**src/rtl/ld_exec_sched_pkg.sv**
```systemverilog
// Shared definitions for the load execution sequencer: reservation-station
// tag map, sequencer state encoding and a small ready-bus helper.
package ld_exec_sched_pkg;

    // Reservation-station tags used across the out-of-order core
    typedef enum logic [3:0] {
        TAG_NOTAG  = 4'd0,
        TAG_ADD_1  = 4'd1,
        TAG_ADD_2  = 4'd2,
        TAG_ADD_3  = 4'd3,
        TAG_MULT_1 = 4'd4,
        TAG_MULT_2 = 4'd5,
        TAG_LD_1   = 4'd6,
        TAG_LD_2   = 4'd7,
        TAG_LD_3   = 4'd8,
        TAG_ST_1   = 4'd9,
        TAG_ST_2   = 4'd10
    } rs_tag_e;

    // Sequencer state encoding
    localparam logic [2:0] ST_IDLE  = 3'd0;
    localparam logic [2:0] ST_ADDR  = 3'd1;
    localparam logic [2:0] ST_MREQ  = 3'd2;
    localparam logic [2:0] ST_MWAIT = 3'd3;
    localparam logic [2:0] ST_CDB   = 3'd4;
    localparam logic [2:0] ST_FREE  = 3'd5;

    // last_sel value after reset, so that entry 0 is the first winner
    localparam logic [1:0] LAST_SEL_RST = 2'd2;

    // The ready bus is MSB-first: bit2 is entry 0, bit0 is entry 2
    function automatic logic ready_of(input logic [2:0] bus, input logic [1:0] idx);
        case (idx)
            2'd0:    ready_of = bus[2];
            2'd1:    ready_of = bus[1];
            2'd2:    ready_of = bus[0];
            default: ready_of = 1'b0;
        endcase
    endfunction

endpackage

```
**src/rtl/ld_exec_sched_rr_arb3.sv**
```systemverilog
// Three-way round-robin arbiter. The search starts at the entry after
// 'last' and wraps; req uses the ready-bus bit order (bit2 = entry 0).
module rr_arb3
    import ld_exec_sched_pkg::*;
(
    input  logic [2:0] req,
    input  logic [1:0] last,
    output logic [1:0] gnt_idx,
    output logic       any
);

    logic r0_s;
    logic r1_s;
    logic r2_s;

    assign r0_s = ready_of(req, 2'd0);
    assign r1_s = ready_of(req, 2'd1);
    assign r2_s = ready_of(req, 2'd2);

    // Pick the first requesting entry following the previous winner
    always_comb begin
        gnt_idx = 2'd0;
        any     = r0_s | r1_s | r2_s;
        case (last)
            2'd0: begin
                if (r1_s)      gnt_idx = 2'd1;
                else if (r2_s) gnt_idx = 2'd2;
                else           gnt_idx = 2'd0;
            end
            2'd1: begin
                if (r2_s)      gnt_idx = 2'd2;
                else if (r0_s) gnt_idx = 2'd0;
                else           gnt_idx = 2'd1;
            end
            default: begin
                if (r0_s)      gnt_idx = 2'd0;
                else if (r1_s) gnt_idx = 2'd1;
                else           gnt_idx = 2'd2;
            end
        endcase
    end

endmodule

```
**src/rtl/ld_exec_sched.sv**
```systemverilog
// Load execution sequencer: picks a ready load entry, forms its effective
// address, performs one memory read, broadcasts the result on the CDB and
// frees the reservation entry. One load is in flight at a time.
module ld_exec_sched
    import ld_exec_sched_pkg::*;
#(
    parameter int DATA_W  = 64,
    parameter int TAG_W   = 4,
    parameter int LD_TAG0 = int'(TAG_LD_1)
) (
    input  logic              clk,
    input  logic              rst_n,
    input  logic [2:0]        ready_bus,
    input  logic              ld_aff_ready,
    input  logic [DATA_W-1:0] ld_affinity_op,
    input  logic [DATA_W-1:0] ld_affinity_offset,
    output logic [TAG_W-1:0]  query_tag,
    output logic [DATA_W-1:0] address,
    output logic              free_tag_flag,
    output logic [TAG_W-1:0]  free_this_tag,
    output logic              mem_req,
    output logic [DATA_W-1:0] mem_addr,
    input  logic              mem_ack,
    input  logic              mem_rvalid,
    input  logic [DATA_W-1:0] mem_rdata,
    output logic              cdb_req,
    output logic [TAG_W-1:0]  cdb_tag,
    output logic [DATA_W-1:0] cdb_data,
    input  logic              cdb_gnt,
    output logic              sched_busy
);

    // Tag of load entry idx
    function automatic logic [TAG_W-1:0] entry_tag(input logic [1:0] idx);
        entry_tag = TAG_W'(LD_TAG0) + TAG_W'(idx);
    endfunction

    logic [2:0]        state_q, state_d;
    logic [1:0]        sel_q, sel_d;
    logic [1:0]        last_sel_q, last_sel_d;
    logic [DATA_W-1:0] mem_addr_q, mem_addr_d;
    logic [DATA_W-1:0] cdb_data_q, cdb_data_d;

    logic [TAG_W-1:0]  query_tag_q, query_tag_d;
    logic              free_flag_q, free_flag_d;
    logic [TAG_W-1:0]  free_tag_q, free_tag_d;
    logic              mem_req_q, mem_req_d;
    logic              cdb_req_q, cdb_req_d;
    logic [TAG_W-1:0]  cdb_tag_q, cdb_tag_d;
    logic              busy_q, busy_d;

    logic [1:0]        arb_idx_s;
    logic              arb_any_s;
    logic [DATA_W-1:0] eff_addr_s;

    rr_arb3 u_arb (
        .req     (ready_bus),
        .last    (last_sel_q),
        .gnt_idx (arb_idx_s),
        .any     (arb_any_s)
    );

    // Effective address wraps modulo 2^DATA_W
    assign eff_addr_s = ld_affinity_op + ld_affinity_offset;

    // Address is only driven towards the station while it is being queried
    always_comb begin
        if (state_q == ST_ADDR) begin
            address = eff_addr_s;
        end else begin
            address = {DATA_W{1'b0}};
        end
    end

    // Next-state, selection and data-capture logic
    always_comb begin
        state_d    = state_q;
        sel_d      = sel_q;
        last_sel_d = last_sel_q;
        mem_addr_d = mem_addr_q;
        cdb_data_d = cdb_data_q;
        case (state_q)
            ST_IDLE: begin
                if (arb_any_s) begin
                    sel_d   = arb_idx_s;
                    state_d = ST_ADDR;
                end else begin
                    state_d = ST_IDLE;
                end
            end
            ST_ADDR: begin
                if (ld_aff_ready) begin
                    mem_addr_d = eff_addr_s;
                    last_sel_d = sel_q;
                    state_d    = ST_MREQ;
                end else begin
                    state_d = ST_IDLE;
                end
            end
            ST_MREQ: begin
                if (mem_ack && mem_rvalid) begin
                    cdb_data_d = mem_rdata;
                    state_d    = ST_CDB;
                end else if (mem_ack) begin
                    state_d = ST_MWAIT;
                end else begin
                    state_d = ST_MREQ;
                end
            end
            ST_MWAIT: begin
                if (mem_rvalid) begin
                    cdb_data_d = mem_rdata;
                    state_d    = ST_CDB;
                end else begin
                    state_d = ST_MWAIT;
                end
            end
            ST_CDB: begin
                if (cdb_gnt) begin
                    state_d = ST_FREE;
                end else begin
                    state_d = ST_CDB;
                end
            end
            ST_FREE: begin
                state_d = ST_IDLE;
            end
            default: begin
                state_d = ST_IDLE;
            end
        endcase
    end

    // Output values for the coming cycle, decoded from the next state
    always_comb begin
        query_tag_d = {TAG_W{1'b0}};
        free_flag_d = 1'b0;
        free_tag_d  = {TAG_W{1'b0}};
        mem_req_d   = 1'b0;
        cdb_req_d   = 1'b0;
        cdb_tag_d   = {TAG_W{1'b0}};
        busy_d      = (state_d != ST_IDLE);
        case (state_d)
            ST_ADDR: query_tag_d = entry_tag(sel_d);
            ST_MREQ: mem_req_d   = 1'b1;
            ST_CDB: begin
                cdb_req_d = 1'b1;
                cdb_tag_d = entry_tag(sel_d);
            end
            ST_FREE: begin
                free_flag_d = 1'b1;
                free_tag_d  = entry_tag(sel_d);
            end
            default: begin
                busy_d = (state_d != ST_IDLE);
            end
        endcase
    end

    // State, datapath and output registers; reset aborts any in-flight load
    always_ff @(posedge clk or negedge rst_n) begin
        if (!rst_n) begin
            state_q     <= ST_IDLE;
            sel_q       <= 2'd0;
            last_sel_q  <= LAST_SEL_RST;
            mem_addr_q  <= {DATA_W{1'b0}};
            cdb_data_q  <= {DATA_W{1'b0}};
            query_tag_q <= {TAG_W{1'b0}};
            free_flag_q <= 1'b0;
            free_tag_q  <= {TAG_W{1'b0}};
            mem_req_q   <= 1'b0;
            cdb_req_q   <= 1'b0;
            cdb_tag_q   <= {TAG_W{1'b0}};
            busy_q      <= 1'b0;
        end else begin
            state_q     <= state_d;
            sel_q       <= sel_d;
            last_sel_q  <= last_sel_d;
            mem_addr_q  <= mem_addr_d;
            cdb_data_q  <= cdb_data_d;
            query_tag_q <= query_tag_d;
            free_flag_q <= free_flag_d;
            free_tag_q  <= free_tag_d;
            mem_req_q   <= mem_req_d;
            cdb_req_q   <= cdb_req_d;
            cdb_tag_q   <= cdb_tag_d;
            busy_q      <= busy_d;
        end
    end

    assign query_tag     = query_tag_q;
    assign free_tag_flag = free_flag_q;
    assign free_this_tag = free_tag_q;
    assign mem_req       = mem_req_q;
    assign mem_addr      = mem_addr_q;
    assign cdb_req       = cdb_req_q;
    assign cdb_tag       = cdb_tag_q;
    assign cdb_data      = cdb_data_q;
    assign sched_busy    = busy_q;

endmodule

```
**config.mk**
```make
export PLATFORM = sky130hd
export DESIGN_NAME = ld_exec_sched
export DESIGN_NICKNAME = d
export VERILOG_FILES = /design/src/rtl/ld_exec_sched_pkg.sv /design/src/rtl/ld_exec_sched_rr_arb3.sv /design/src/rtl/ld_exec_sched.sv
export SDC_FILE = /design/constraint.sdc
export NUM_CORES = 1
export LEC_CHECK = 0
export ABC_AREA = 1
export BUFFER_PORTS_ARGS = -buffer_cell sky130_fd_sc_hd__buf_2
export CORE_AREA = 2 2 158 160
export CTS_CLUSTER_DIAMETER = 120
export CTS_CLUSTER_SIZE = 40
export DETAILED_ROUTE_END_ITERATION = 7
export DIE_AREA = 0 0 160 162
export PLACE_DENSITY = 0.87
export SYNTH_ARGS = -nofsm -noshare
export SYNTH_HDL_FRONTEND = slang
export SYNTH_SLANG_ARGS = --single-unit
```
**constraint.sdc**
```tcl
create_clock -name clk -period 3.7 [get_ports clk]
set_clock_uncertainty 0.1 [all_clocks]
set_input_delay 0.74 -clock clk [delete_from_list [all_inputs] [get_ports clk]]
set_output_delay 0.74 -clock clk [all_outputs]
set_load 0.03 [all_outputs]
```
After elaboration in Yosys (flattened, before gate mapping). Index checks and enable logic that the tools add are counted.

Register bits after elaboration: 151. Latch bits: 0. RAM bits: 0. ROM bits: 0. Input port bits: 201. Output and inout bits: 208. Word-level logic and storage cells: 60. Memories: 0.

Add/subtract/negate cells: 2. Multiply operators: 0. Divide/modulo/power cells: 0. Magnitude comparators: 0. Eq/ne operators: 11. Shift operators: 0. Multiplexer cells: 26. Bitwise logic cells: 2. Reductions and logical operators: 7.

Operators by type and width (number): 2-to-1 mux 64 bit (3); one-hot mux 64 bit (2 select lines) (1); adder 64 bit (1); 2-to-1 mux 2 bit (8); one-hot mux 3 bit (5 select lines) (1); 2-to-1 mux 4 bit (3); equality test 3 x 2 -> 1 bit (second input constant) (3); equality test 3 bit (second input constant) (3); 2-to-1 mux 1 bit (7); equality test 3 x 1 -> 1 bit (second input constant) (2); 2-to-1 mux 3 bit (2); adder 3 x 2 -> 4 bit (first input constant) (1); inequality test 2 bit (second input constant) (2); one-hot mux 2 bit (2 select lines) (1); logical NOT 3 bit (1); AND reduction 3 bit (1); nonzero test 3 bit (1); equality test 2 x 1 -> 1 bit (second input constant) (1); logical NOT 2 bit (1); bitwise OR 1 bit (2); AND reduction 2 bit (1); nonzero test 2 bit (1); logical AND 1 bit (1).

Logic depth before layout (Yosys ltp).
Depth after elaboration: 7. Mapped depth: 17. Mapped depth without buffers: 17.

By module. Synthesis repeated with hierarchy kept, for this count alone.

Cell total of the unflattened synthesis: 1963. Area, all modules: 11710.0 sq um.

By module, submodules not included: ld_exec_sched (times used 1, cells an instance 1947, area an instance 11643.7 sq um); rr_arb3 (times used 1, cells an instance 16, area an instance 66.3 sq um).

Worst setup path after synthesis. Ideal clock, no wire load.

Kind: input to output. Start point: input ld_affinity_op[0]. End point: output address[62]. Arrival: 2592 ps. Slack: 268 ps. Stages: 16. Path buffers: 0. Path through: ha_1 inv_1 fa_1 inv_1 nand3_1 nand2_2 nand2_1 nand2_2 nand2_1 nand2_1 nand2_1 nand2_2 nand2_1 nand3_1 nand2_1 nor2_1.

Word-level cells in the longest chain between the ends: 2.

RTL lines: start, declared (line ld_exec_sched.sv:15) `input logic [DATA_W-1:0] ld_affinity_op,`; adder 64 bit (line ld_exec_sched.sv:64) `assign eff_addr_s = ld_affinity_op + ld_affinity_offset;`; 2-to-1 mux 64 bit (line ld_exec_sched.sv:68) `if (state_q == ST_ADDR) begin`; end, declared (line ld_exec_sched.sv:18) `output logic [DATA_W-1:0] address,`.

Every way passes these cells.

Final worst setup path.
Start point: input ld_affinity_op[4]. End point: output address[25].

Same word-level chain as after synthesis.

==> out/metrics.cfg <==
[run_status]
status = finished clean

[pwr]
p_leak_nw = 9.599
power_w = 0.01022
vdd_drop_max_v = 0.0004641
powerDensity_mw_per_mm2 = 673.5

[timing]
tns_ps = 0
rsz0062_at_grt = yes
setup_viol = 0
min_period_ps = 3601
finalHoldViolCount = 0
worst-slew-pin-transition_ps = 961.1
final_max_slew_viol_count = 0
max_freq_mhz = 277.7
fin_crit_sh = 0.9733
maxSlewHeadroom = 0.3593

[yosys]
netlist_instances = 1951
synth.area.top_cells = dfrtp_1 (31%), nand2_1 (29%), inv_1 (11%)
postSynthAreaPerCell_um2 = 6.025
yosysTopAreaCellShare = 0.3129
syn_nets = 2216
synth_async_sr_flop_share = 1.000
synth-edff-count = 0
synth_cell_types = 35
yosys.area.top_type = dfrtp_1
yosysWarnings = 0
syn-cell-area_mm2 = 0.01176
synthFlopType = dfrtp_1
ys_ff_latch = 148
yosysSeqAreaShare = 0.3152

[grt]
grt_pass1_vias = 12879
grt_max_degree = 104
antenna_found_initial = 7
grt_usage = 0.3349
grt_first_pass_wirelength_mm = 67.76
grt_overflow = 0

[clock_tree]
cts.sinks = 148
cts_tree = done
cts_htree_levels = 4
path_clk_slew_ps = 80
cts_buffer_depth = 2
clockRootBuffer = clkbuf_16
cts_buffers = 17
clk_latency_ps = 420
postCtsHoldBufs = 0

[critical_path]
cp.depth = 13
crit_path_frequent_cell = nand2_1
cp_max_fo = 4
r2r-start = state_q[1]
cp-startpoint = ld_affinity_op[4]
start_kind = input port
r2r_cells = 6
endpoint_kind = output port
arrival_ps = 2760
crit_end = address[25]
cp_cell_sequence = buf_2 -> ha_2 -> nand2_1 -> nand2_1 -> inv_1 -> nand2_1 -> nand2_1 -> nand3_2 -> nand3_1 -> nand2_1 -> xnor2_1 -> nor2_1 -> buf_2
rrSetupSlack_ps = 1240
rr_endpoint = mem_addr[42]
slowest_stage = xnor2_1
crit_buf_inv = 3
cpPeakStageDelay_ps = 480
worst-endpoint-required_ps = 2860
crit_family = simple AND/OR/NAND/NOR gates
critical_path_class = input port to output port

[min_path]
hold_path_class = input port to async pin

[route]
via_count = 13565
ant_nets = 0
via_per_inst = 4.994
routed_wirelength_mm = 44.08
drc_errors = 0
wire_per_inst_um = 16.23
drtIter0Drc = 1200
dr.pass1.iters = 5

[die]
fp.dieH_um = 162
die_area_mm2 = 0.02592
coreArea_mm2 = 0.02411
ios = 409
start_util = 0.4876
rows = 57
die_w_um = 160

[place]
port-buffer-count = 408
dpl.hpwl_mm = 36.61
routabilityCongestion = 1.050

[cells_and_area]
final_cell_mix = nand2_1 (898), buf_2 (395), inv_1 (339)
final_common_cell = nand2_1
finish.utilization = 0.6295
syn2layout_area_growth_pct = 29.08
final_nets = 2638
fillerInstances = 2296
drive_above_1_share = 0.2527

[run]
max_cap_violations = 0

==> power by group <==
part           internal (W)  switching, W
Clock              0.000879      0.000758
Combinational       0.00161       0.00424
Sequential          0.00233      0.000397
Total               0.00483       0.00539
==> registers in the layout, summed over array words and instances, names as in the netlist <==
signal / flops
cdb_data: 64
mem_addr: 64
cdb_tag: 3
free_this_tag: 3
query_tag: 3
state_q: 3
last_sel_q: 2
sel_q: 2
cdb_req: 1
free_tag_flag: 1
mem_req: 1
sched_busy: 1
==> kinds of logic (layout without fill, tap and decap cells) <==
logic type,after synthesis,count (layout),synth area share
compound gates,90,90,0.03949
xor+xnor,31,31,0.02310
fa+ha+maj,64,64,0.06876
buf+inv,383,818,0.1250
flops,148,148,0.3152
other cells,0,6,0
simple gates,1235,1235,0.4285
==> cell usage after synthesis (2+ instances only) <==
cell type    n
or2_2        2
buf_2       16
inv_1      340
nand3_1     58
nand3_2     14
and2_1       2
nor2_1     173
a21oi_1     42
nor2_2      10
dfrtp_1    147
xnor2_1     26
ha_1        63
nor4_2       2
inv_2        6
o21bai_1     2
clkbuf_1    17
buf_4        3
o21ai_1     16
nand2_1    908
nor3_1      13
nand3b_1     9
nor3_2       5
nand2_2     22
and3_1       5
nand4_1     10
o21ai_0     27
xor2_1       5
==> final cells by class <==
type                       count  area (µm²)  area share
multi-input combinational   1420        6857      0.4519
clock inverter                14       120.1    0.007916
timing repair buffer         440        2344      0.1544
inverter                     346        1299     0.08559
antenna                        6       15.01   0.0009895
tap                          324       405.4     0.02672
clock buffer                  18       429.2     0.02828
sequential                   148        3705      0.2442
==> metrics by stage <==
step                      instances  worst slack (ps)  cell area [µm²]  hold slack [ps]
final                          2716             98.95            15170            296.6
after global routing           2716            -70.29            15170            387.1
after CTS                      2709             22.86            14890            342.2
after detailed placement       2677            -46.14            14320            352.6
after global placement         2677            -5.777            14320            347.5
after floorplan                1951             268.3            11760            344.4
==> timing repair <==
item                                    4_1_cts  5_1_grt
resized for setup                             5       86
setup buffers                                 0        1
endpoints found under the setup margin        2       40
pin swaps                                     0        2
==> per-layer routing <==
layer,vias up,GRT usage,part of all wire
li1,6664,-,-
met1,6208,0.4442,0.42
met3,83,0.04750,0.082
met4,2,0.1282,0.032
met2,608,0.5584,0.47
met5,-,0,0.00029
==> worst min path at each step <==
stage / endpoint / slack, ps / cells after the start
after floorplan: cdb_data[0] / 340 / 0
after global placement: cdb_data[22] / 350 / 2
after detailed placement: cdb_data[23] / 350 / 2
after CTS: cdb_data[6] / 340 / 1
after global routing: cdb_data[6] / 390 / 1
final: cdb_data[6] / 300 / 1
Power figures use the tool's default switching activity.
